<file path="src/rtl/lcd_spi_write_if.sv">
// Handshake and LCD pin bundle between the draw controller and the SPI byte writer.
interface lcd_spi_write_if;
  logic       SPI_Start_Sig;
  logic [9:0] SPI_Data;
  logic       SPI_Done_Sig;
  logic       Busy;
  logic       LCD_CS;
  logic       LCD_A0;
  logic       LCD_SCLK;
  logic       LCD_MOSI;

  modport master (
    output SPI_Start_Sig, SPI_Data,
    input  SPI_Done_Sig, Busy, LCD_CS, LCD_A0, LCD_SCLK, LCD_MOSI
  );

  modport slave (
    input  SPI_Start_Sig, SPI_Data,
    output SPI_Done_Sig, Busy, LCD_CS, LCD_A0, LCD_SCLK, LCD_MOSI
  );
endinterface

</file>
<file path="src/rtl/lcd_spi_write.sv">
// Byte-level SPI transmitter for an ST7565-class LCD: one tagged 10-bit word per
// Start/Done handshake, driving CS/A0/SCLK/MOSI with all outputs registered.
module lcd_spi_write #(
  parameter int unsigned CLK_DIV  = 4,
  parameter int unsigned CS_SETUP = 2,
  parameter int unsigned CS_HOLD  = 2
) (
  input  logic              CLK,
  input  logic              RST,
  lcd_spi_write_if.slave    bus
);

  localparam int unsigned DIV_W  = (CLK_DIV > 1) ? $clog2(CLK_DIV) : 1;
  localparam int unsigned CS_MAX = (CS_SETUP > CS_HOLD) ? CS_SETUP : CS_HOLD;
  localparam int unsigned CNT_W  = (CS_MAX > 1) ? $clog2(CS_MAX) : 1;
  localparam logic [DIV_W-1:0] DIV_LAST   = DIV_W'(CLK_DIV - 1);
  localparam logic [CNT_W-1:0] SETUP_LAST = CNT_W'(CS_SETUP - 1);
  localparam logic [CNT_W-1:0] HOLD_LAST  = CNT_W'(CS_HOLD - 1);
  localparam bit               NO_HOLD    = (CS_HOLD == 0);

  typedef enum logic [2:0] {
    S_IDLE  = 3'd0,
    S_SETUP = 3'd1,
    S_SHIFT = 3'd2,
    S_HOLD  = 3'd3,
    S_DONE  = 3'd4
  } state_e;

  state_e           state_q, state_d;
  logic [DIV_W-1:0] div_q, div_d;
  logic [CNT_W-1:0] cnt_q, cnt_d;
  logic [2:0]       bit_q, bit_d;
  logic [6:0]       shift_q, shift_d;
  logic             cs_q, cs_d;
  logic             sclk_q, sclk_d;
  logic             mosi_q, mosi_d;
  logic             a0_q, a0_d;
  logic             done_q, done_d;
  logic             busy_q, busy_d;

  // State and output registers
  always_ff @(posedge CLK or posedge RST) begin
    if (RST) begin
      state_q <= S_IDLE;
      div_q   <= '0;
      cnt_q   <= '0;
      bit_q   <= '0;
      shift_q <= '0;
      cs_q    <= 1'b1;
      sclk_q  <= 1'b1;
      mosi_q  <= 1'b0;
      a0_q    <= 1'b0;
      done_q  <= 1'b0;
      busy_q  <= 1'b0;
    end else begin
      state_q <= state_d;
      div_q   <= div_d;
      cnt_q   <= cnt_d;
      bit_q   <= bit_d;
      shift_q <= shift_d;
      cs_q    <= cs_d;
      sclk_q  <= sclk_d;
      mosi_q  <= mosi_d;
      a0_q    <= a0_d;
      done_q  <= done_d;
      busy_q  <= busy_d;
    end
  end

  // Next-state and next-output logic; outputs are set for the state being entered
  always_comb begin
    state_d = state_q;
    div_d   = div_q;
    cnt_d   = cnt_q;
    bit_d   = bit_q;
    shift_d = shift_q;
    cs_d    = cs_q;
    sclk_d  = sclk_q;
    mosi_d  = mosi_q;
    a0_d    = a0_q;
    done_d  = 1'b0;
    busy_d  = busy_q;

    unique case (state_q)
      S_IDLE: begin
        if (bus.SPI_Start_Sig) begin
          busy_d = 1'b1;
          if (bus.SPI_Data[9]) begin
            state_d = S_DONE;
            done_d  = 1'b1;
          end else begin
            state_d = S_SETUP;
            cs_d    = 1'b0;
            a0_d    = bus.SPI_Data[8];
            cnt_d   = SETUP_LAST;
          end
        end
      end

      S_SETUP: begin
        // Late sample lets a one-cycle-latency source settle before the byte is taken
        if (cnt_q == '0) begin
          state_d = S_SHIFT;
          a0_d    = bus.SPI_Data[8];
          mosi_d  = bus.SPI_Data[7];
          shift_d = bus.SPI_Data[6:0];
          sclk_d  = 1'b0;
          div_d   = DIV_LAST;
          bit_d   = 3'd0;
        end else begin
          cnt_d = cnt_q - CNT_W'(1);
        end
      end

      S_SHIFT: begin
        if (div_q != '0) begin
          div_d = div_q - DIV_W'(1);
        end else if (!sclk_q) begin
          sclk_d = 1'b1;
          div_d  = DIV_LAST;
        end else if (bit_q == 3'd7) begin
          bit_d = 3'd0;
          if (NO_HOLD) begin
            state_d = S_DONE;
            cs_d    = 1'b1;
            done_d  = 1'b1;
          end else begin
            state_d = S_HOLD;
            cnt_d   = HOLD_LAST;
          end
        end else begin
          bit_d   = bit_q + 3'd1;
          sclk_d  = 1'b0;
          mosi_d  = shift_q[6];
          shift_d = {shift_q[5:0], 1'b0};
          div_d   = DIV_LAST;
        end
      end

      S_HOLD: begin
        if (cnt_q == '0) begin
          state_d = S_DONE;
          cs_d    = 1'b1;
          done_d  = 1'b1;
        end else begin
          cnt_d = cnt_q - CNT_W'(1);
        end
      end

      S_DONE: begin
        // Start is deliberately ignored here; upstream is still releasing it
        state_d = S_IDLE;
        busy_d  = 1'b0;
      end

      default: begin
        state_d = S_IDLE;
        busy_d  = 1'b0;
        cs_d    = 1'b1;
        sclk_d  = 1'b1;
      end
    endcase
  end

  assign bus.SPI_Done_Sig = done_q;
  assign bus.Busy         = busy_q;
  assign bus.LCD_CS       = cs_q;
  assign bus.LCD_A0       = a0_q;
  assign bus.LCD_SCLK     = sclk_q;
  assign bus.LCD_MOSI     = mosi_q;

endmodule
</file>
<file path="src/flat_wrapper.sv">
// flat-port wrapper written by rule: the top's interface ports become plain ports
module lcd_spi_write_flat 
#(
  parameter int unsigned CLK_DIV  = 4,
  parameter int unsigned CS_SETUP = 2,
  parameter int unsigned CS_HOLD  = 2
)
  (CLK, RST, bus_SPI_Start_Sig, bus_SPI_Data, bus_SPI_Done_Sig, bus_Busy, bus_LCD_CS, bus_LCD_A0, bus_LCD_SCLK, bus_LCD_MOSI);
  lcd_spi_write_if bus_i ();
  input  logic CLK;
  input  logic RST;
  input wire logic [$bits(bus_i.SPI_Start_Sig)-1:0] bus_SPI_Start_Sig;
  input wire logic [$bits(bus_i.SPI_Data)-1:0] bus_SPI_Data;
  output wire logic [$bits(bus_i.SPI_Done_Sig)-1:0] bus_SPI_Done_Sig;
  output wire logic [$bits(bus_i.Busy)-1:0] bus_Busy;
  output wire logic [$bits(bus_i.LCD_CS)-1:0] bus_LCD_CS;
  output wire logic [$bits(bus_i.LCD_A0)-1:0] bus_LCD_A0;
  output wire logic [$bits(bus_i.LCD_SCLK)-1:0] bus_LCD_SCLK;
  output wire logic [$bits(bus_i.LCD_MOSI)-1:0] bus_LCD_MOSI;
  assign bus_i.SPI_Start_Sig = bus_SPI_Start_Sig;
  assign bus_i.SPI_Data = bus_SPI_Data;
  assign bus_SPI_Done_Sig = bus_i.SPI_Done_Sig;
  assign bus_Busy = bus_i.Busy;
  assign bus_LCD_CS = bus_i.LCD_CS;
  assign bus_LCD_A0 = bus_i.LCD_A0;
  assign bus_LCD_SCLK = bus_i.LCD_SCLK;
  assign bus_LCD_MOSI = bus_i.LCD_MOSI;
  lcd_spi_write #(.CLK_DIV(CLK_DIV), .CS_SETUP(CS_SETUP), .CS_HOLD(CS_HOLD)) u_core (.CLK(CLK), .RST(RST), .bus(bus_i));
endmodule
</file>
<file path="config.mk">
export PLATFORM = sky130hd
export DESIGN_NAME = lcd_spi_write_flat
export DESIGN_NICKNAME = d
export VERILOG_FILES = /design/src/rtl/lcd_spi_write_if.sv /design/src/rtl/lcd_spi_write.sv /design/src/flat_wrapper.sv
export SDC_FILE = /design/constraint.sdc
export NUM_CORES = 1
export LEC_CHECK = 0
export CORE_ASPECT_RATIO = 1.4
export CORE_MARGIN = 2
export CORE_UTILIZATION = 60
export CTS_CLUSTER_DIAMETER = 100
export DETAILED_ROUTE_END_ITERATION = 7
export DONT_BUFFER_PORTS = 1
export PLACE_DENSITY = 0.79
export SLEW_MARGIN = 30
export SYNTH_ARGS = -nofsm -noshare
export SYNTH_HDL_FRONTEND = slang
export SYNTH_SLANG_ARGS = --single-unit
</file>
<file path="constraint.sdc">
create_clock -name CLK -period 2.95 [get_ports CLK]
set_clock_uncertainty 0.2 [all_clocks]
set_input_delay 0.4425 -clock CLK [delete_from_list [all_inputs] [get_ports CLK]]
set_output_delay 0.4425 -clock CLK [all_outputs]
set_load 0.02 [all_outputs]
</file>
==> summary.md <==
| Metric | Value |
|---|---|
| Via/cell ratio | 6.581 |
| Placer Congestion | 0.8195 |
| Row cnt | 18 |
| Initial DRT Pass Iterations | 4 |
| Core area | 1757 um^2 |
| Die area | roughly 2200 um^2 |
| Combined area of the multi-input logic cells | just over 500 um^2 |
| Final hold vios | 0 |
| Post-route ant nets | 0 |
| HP Class | in -> reg |
| Max-Cap Viols | 0 |
| Slew Limit Fails | 0 |
| Die height | 55 um |
| Slew headroom | 42.98% |
| Fmax | roughly 470 MHz |
| Min-Delay Startpoint | bus_SPI_Data[0] |
| Worst skew pair latency | 0.32 ns |
| Routed vias | 816 |
| Register Area | 553.0 um^2 |
| Power density over the cells | 1065 nW/um^2 |
| Status | completed |
| Initial Util | 63.46% |
| Netlist cell types | 35 |
| Final setup vio count | 0 |
| Reg2Reg Depth | 3 |
| Design Power | about 0.0013 W |
| Synth Area per Inst | 10.72 um^2 |
| Sw Pwr | around 0.00048 W |
| Post-CTS sizing | 0 |
| Die X | 40.43 um |
| # port buffers | 0 |
| Worst reg2reg startpoint | u_core.state_q[1]$_DFFE_PP0P_ |
| Hold depth | 2 |
| P_leak | just under 0.5 nW |
| Leading area contributor after synthesis | dfrtp_1 |
| Worst Setup SP | u_core.state_q[1]$_DFFE_PP0P_ |
| Vias in the first global route | approximately 760 |
| WP data required | 2.96 ns |
| Antenna diode count | 0 |
| Clk root buf | clkbuf_4 |
| GRT Resource Usage Total | between 20% and 30% |
| Sequential area share after synthesis | 49.61% |
| Seq pwr share | 50.2% |
| Min Tclk post-route | 2.126 ns |
| Synth top area share | 44.89% |
| Grt total ovfl | 0 |
| DR DRC count | 0 |
| Share of total power in the clock network | between 10% and 20% |
| H-Tree Depth | 1 |
| Internal power | 0.0007809 W |
| Sum Neg Setup Slack | 0 ns |
| Least-Margin Pin Slew | 0.8531 ns |
| Post-Syn Instances | 104 |
| Type of the setup path with the least slack | reg -> reg |
| Most common cell after layout, fill and taps aside | dfrtp_1 |
| Synth area leaders | dfrtp_1 45%, o221a_1 7.1%, nand2b_1 5.1% |
| Share of cells above drive strength 1 | about a tenth |
| DP Wirelength | approximately 1500 um |
| Max clock buf depth | 2 |
| WL per Instance | 16.65 um |
| Mapped Nets | 121 |
| DR iter-0 viols | 8 |
| RSZ-0062 raised after global routing | no |
| Sw Share | about 38% |
| Largest net degree at the start of global routing | 23 |
| Final nets | 122 |
| Most frequent cells in the layout | 20 x dfrtp_1, 9 x nand2b_1, 7 x o221a_1, 7 x nor2_1, 7 x inv_1 |
| TritonCTS buffer count | 3 |
| First-pass GRT wire length | about 3200 um |
| Final Util | 67.17% |
| Final period util | 72.06% |
| Routed WL | 2064 um |
| Critical Path AT | 2.14 ns |
| Yosys warns | 0 |
| Area grow syn2layout | 5.836% |
| Clk slew on worst S/H paths | 0.12 ns |
| Io pins | 19 |
| Setup bufs post-CTS | 0 |
| Initial antenna violation count | 0 |
| Register bit total from synthesis | 22 |
| CTS tree | yes |
| CTS Sinks | 22 |
| Max VDD drop | 0.0005311 V |
| Post-synthesis cell area | 1115 um^2 |
| Worst Setup Start Kind | register |
| Hold_ws | 0.05144 ns |
| CP Capture Type | register |
| CP max FO | 15 |
| Logic pwr share | a little under a third |
| Fillcell total | 137 |
==> worst paths after layout <==
path | to | slack, ns
min in group asynchronous | u_core.shift_q[6]$_DFFE_PP0P_ | 0.51
hold / removal | u_core.shift_q[0]$_DFFE_PP0P_ | 0.05
hold reg to reg | u_core.bit_q[0]$_DFFE_PP0P_ | 0.32
setup reg to reg | u_core.shift_q[2]$_DFFE_PP0P_ | 0.82
setup / recovery | u_core.shift_q[2]$_DFFE_PP0P_ | 0.82
max in group asynchronous | u_core.state_q[0]$_DFFE_PP0P_ | 1.53
==> cell type report <==
type	instances	area share, %
Multi-Input combinational cell	70	43.48
Clock buffer	3	1.909
Inverter	7	2.227
Clock inverter	1	2.545
Sequential cell	22	46.87
Tap cell	20	2.121
Timing Repair Buffer	1	0.8484
==> cell usage after synthesis <==
cell type	count
o221a_1	7
a31oi_1	2
o32ai_1	2
o21ai_0	6
o211a_1	1
or3b_1	1
mux2_2	1
o21ai_2	1
nand2_1	4
nor3b_1	1
inv_1	7
o22ai_1	1
or4b_2	1
a21oi_1	5
nand3_1	1
o21a_1	1
mux2i_1	1
nand4b_1	1
nand3b_1	1
nand2b_1	9
nor2b_1	3
dfrtp_1	20
o211ai_1	2
dfstp_2	2
or2_1	1
o32a_1	1
o31a_1	1
buf_2	3
nor2_1	7
ha_1	4
nor4b_2	1
xnor2_1	1
a32oi_1	1
a2bb2oi_1	1
clkbuf_1	2
==> routing by layer <==
| layer | global-route usage, % | part of all wire, % | vias to the layer above |
|---|---|---|---|
| met5 | 0 | 0 | - |
| met4 | 11.67 | 2.3 | 0 |
| met3 | 2.400 | 3.1 | 5 |
| met2 | 37.83 | 53 | 21 |
| met1 | 24.08 | 42 | 407 |
| li1 | - | - | 383 |
==> sequential cells by signal, summed over array words and instances, names as in the netlist <==
| signal | cells |
|---|---|
| u_core.shift_q | 7 |
| u_core.bit_q | 3 |
| u_core.state_q | 3 |
| u_core.div_q | 2 |
| u_core.bus.Busy | 1 |
| u_core.bus.LCD_A0 | 1 |
| u_core.bus.LCD_CS | 1 |
| u_core.bus.LCD_MOSI | 1 |
| u_core.bus.LCD_SCLK | 1 |
| u_core.bus.SPI_Done_Sig | 1 |
| u_core.cnt_q | 1 |
==> kinds of logic (layout without fill, tap and decap cells) <==
group,count (synthesis),count (layout),share of synthesized area [%]
multiplexers,2,2,1.908
adder cells (fa/ha/maj),4,4,4.490
XOR/XNOR,1,1,0.7858
flip-flops,22,22,49.61
buffers and inverters,12,12,4.377
AO/OA/AOI/OAI,32,32,22.22
AND/OR/NAND/NOR,31,31,16.61
==> power groups by stage <==
stage	clock network, W	registers (W)	logic (W)
final	0.000230	0.000630	0.000396
after global routing	0.000243	0.000653	0.000443
after detailed placement	0	0.000636	0.000398
after global placement	0	0.000631	0.000373
after CTS	0.000232	0.000631	0.000399
after floorplan	0	0.000568	0.000377
==> worst max-delay path, cell delays in order, from the launching register on <==
cell and delay (ns):
dfrtp_1 0.63, or3b_1 0.53, or2_1 0.38, o221a_1 0.27
==> repair_timing <==
action | in CTS | in global routing
setup endpoints to repair | 0 | 0
hold buffers | 1 | 0
hold endpoints to repair | 20 | 0
==> stage by stage <==
stage                     setup slack (ns)  instances  area (um^2)
final                               0.8243        124         1180
after global routing                0.7171        124         1180
after CTS                           0.8306        124         1180
after detailed placement            0.8481        119         1117
after global placement              0.9121        119         1117
after floorplan                      1.071        104         1115
Power figures use the tool's default switching activity.
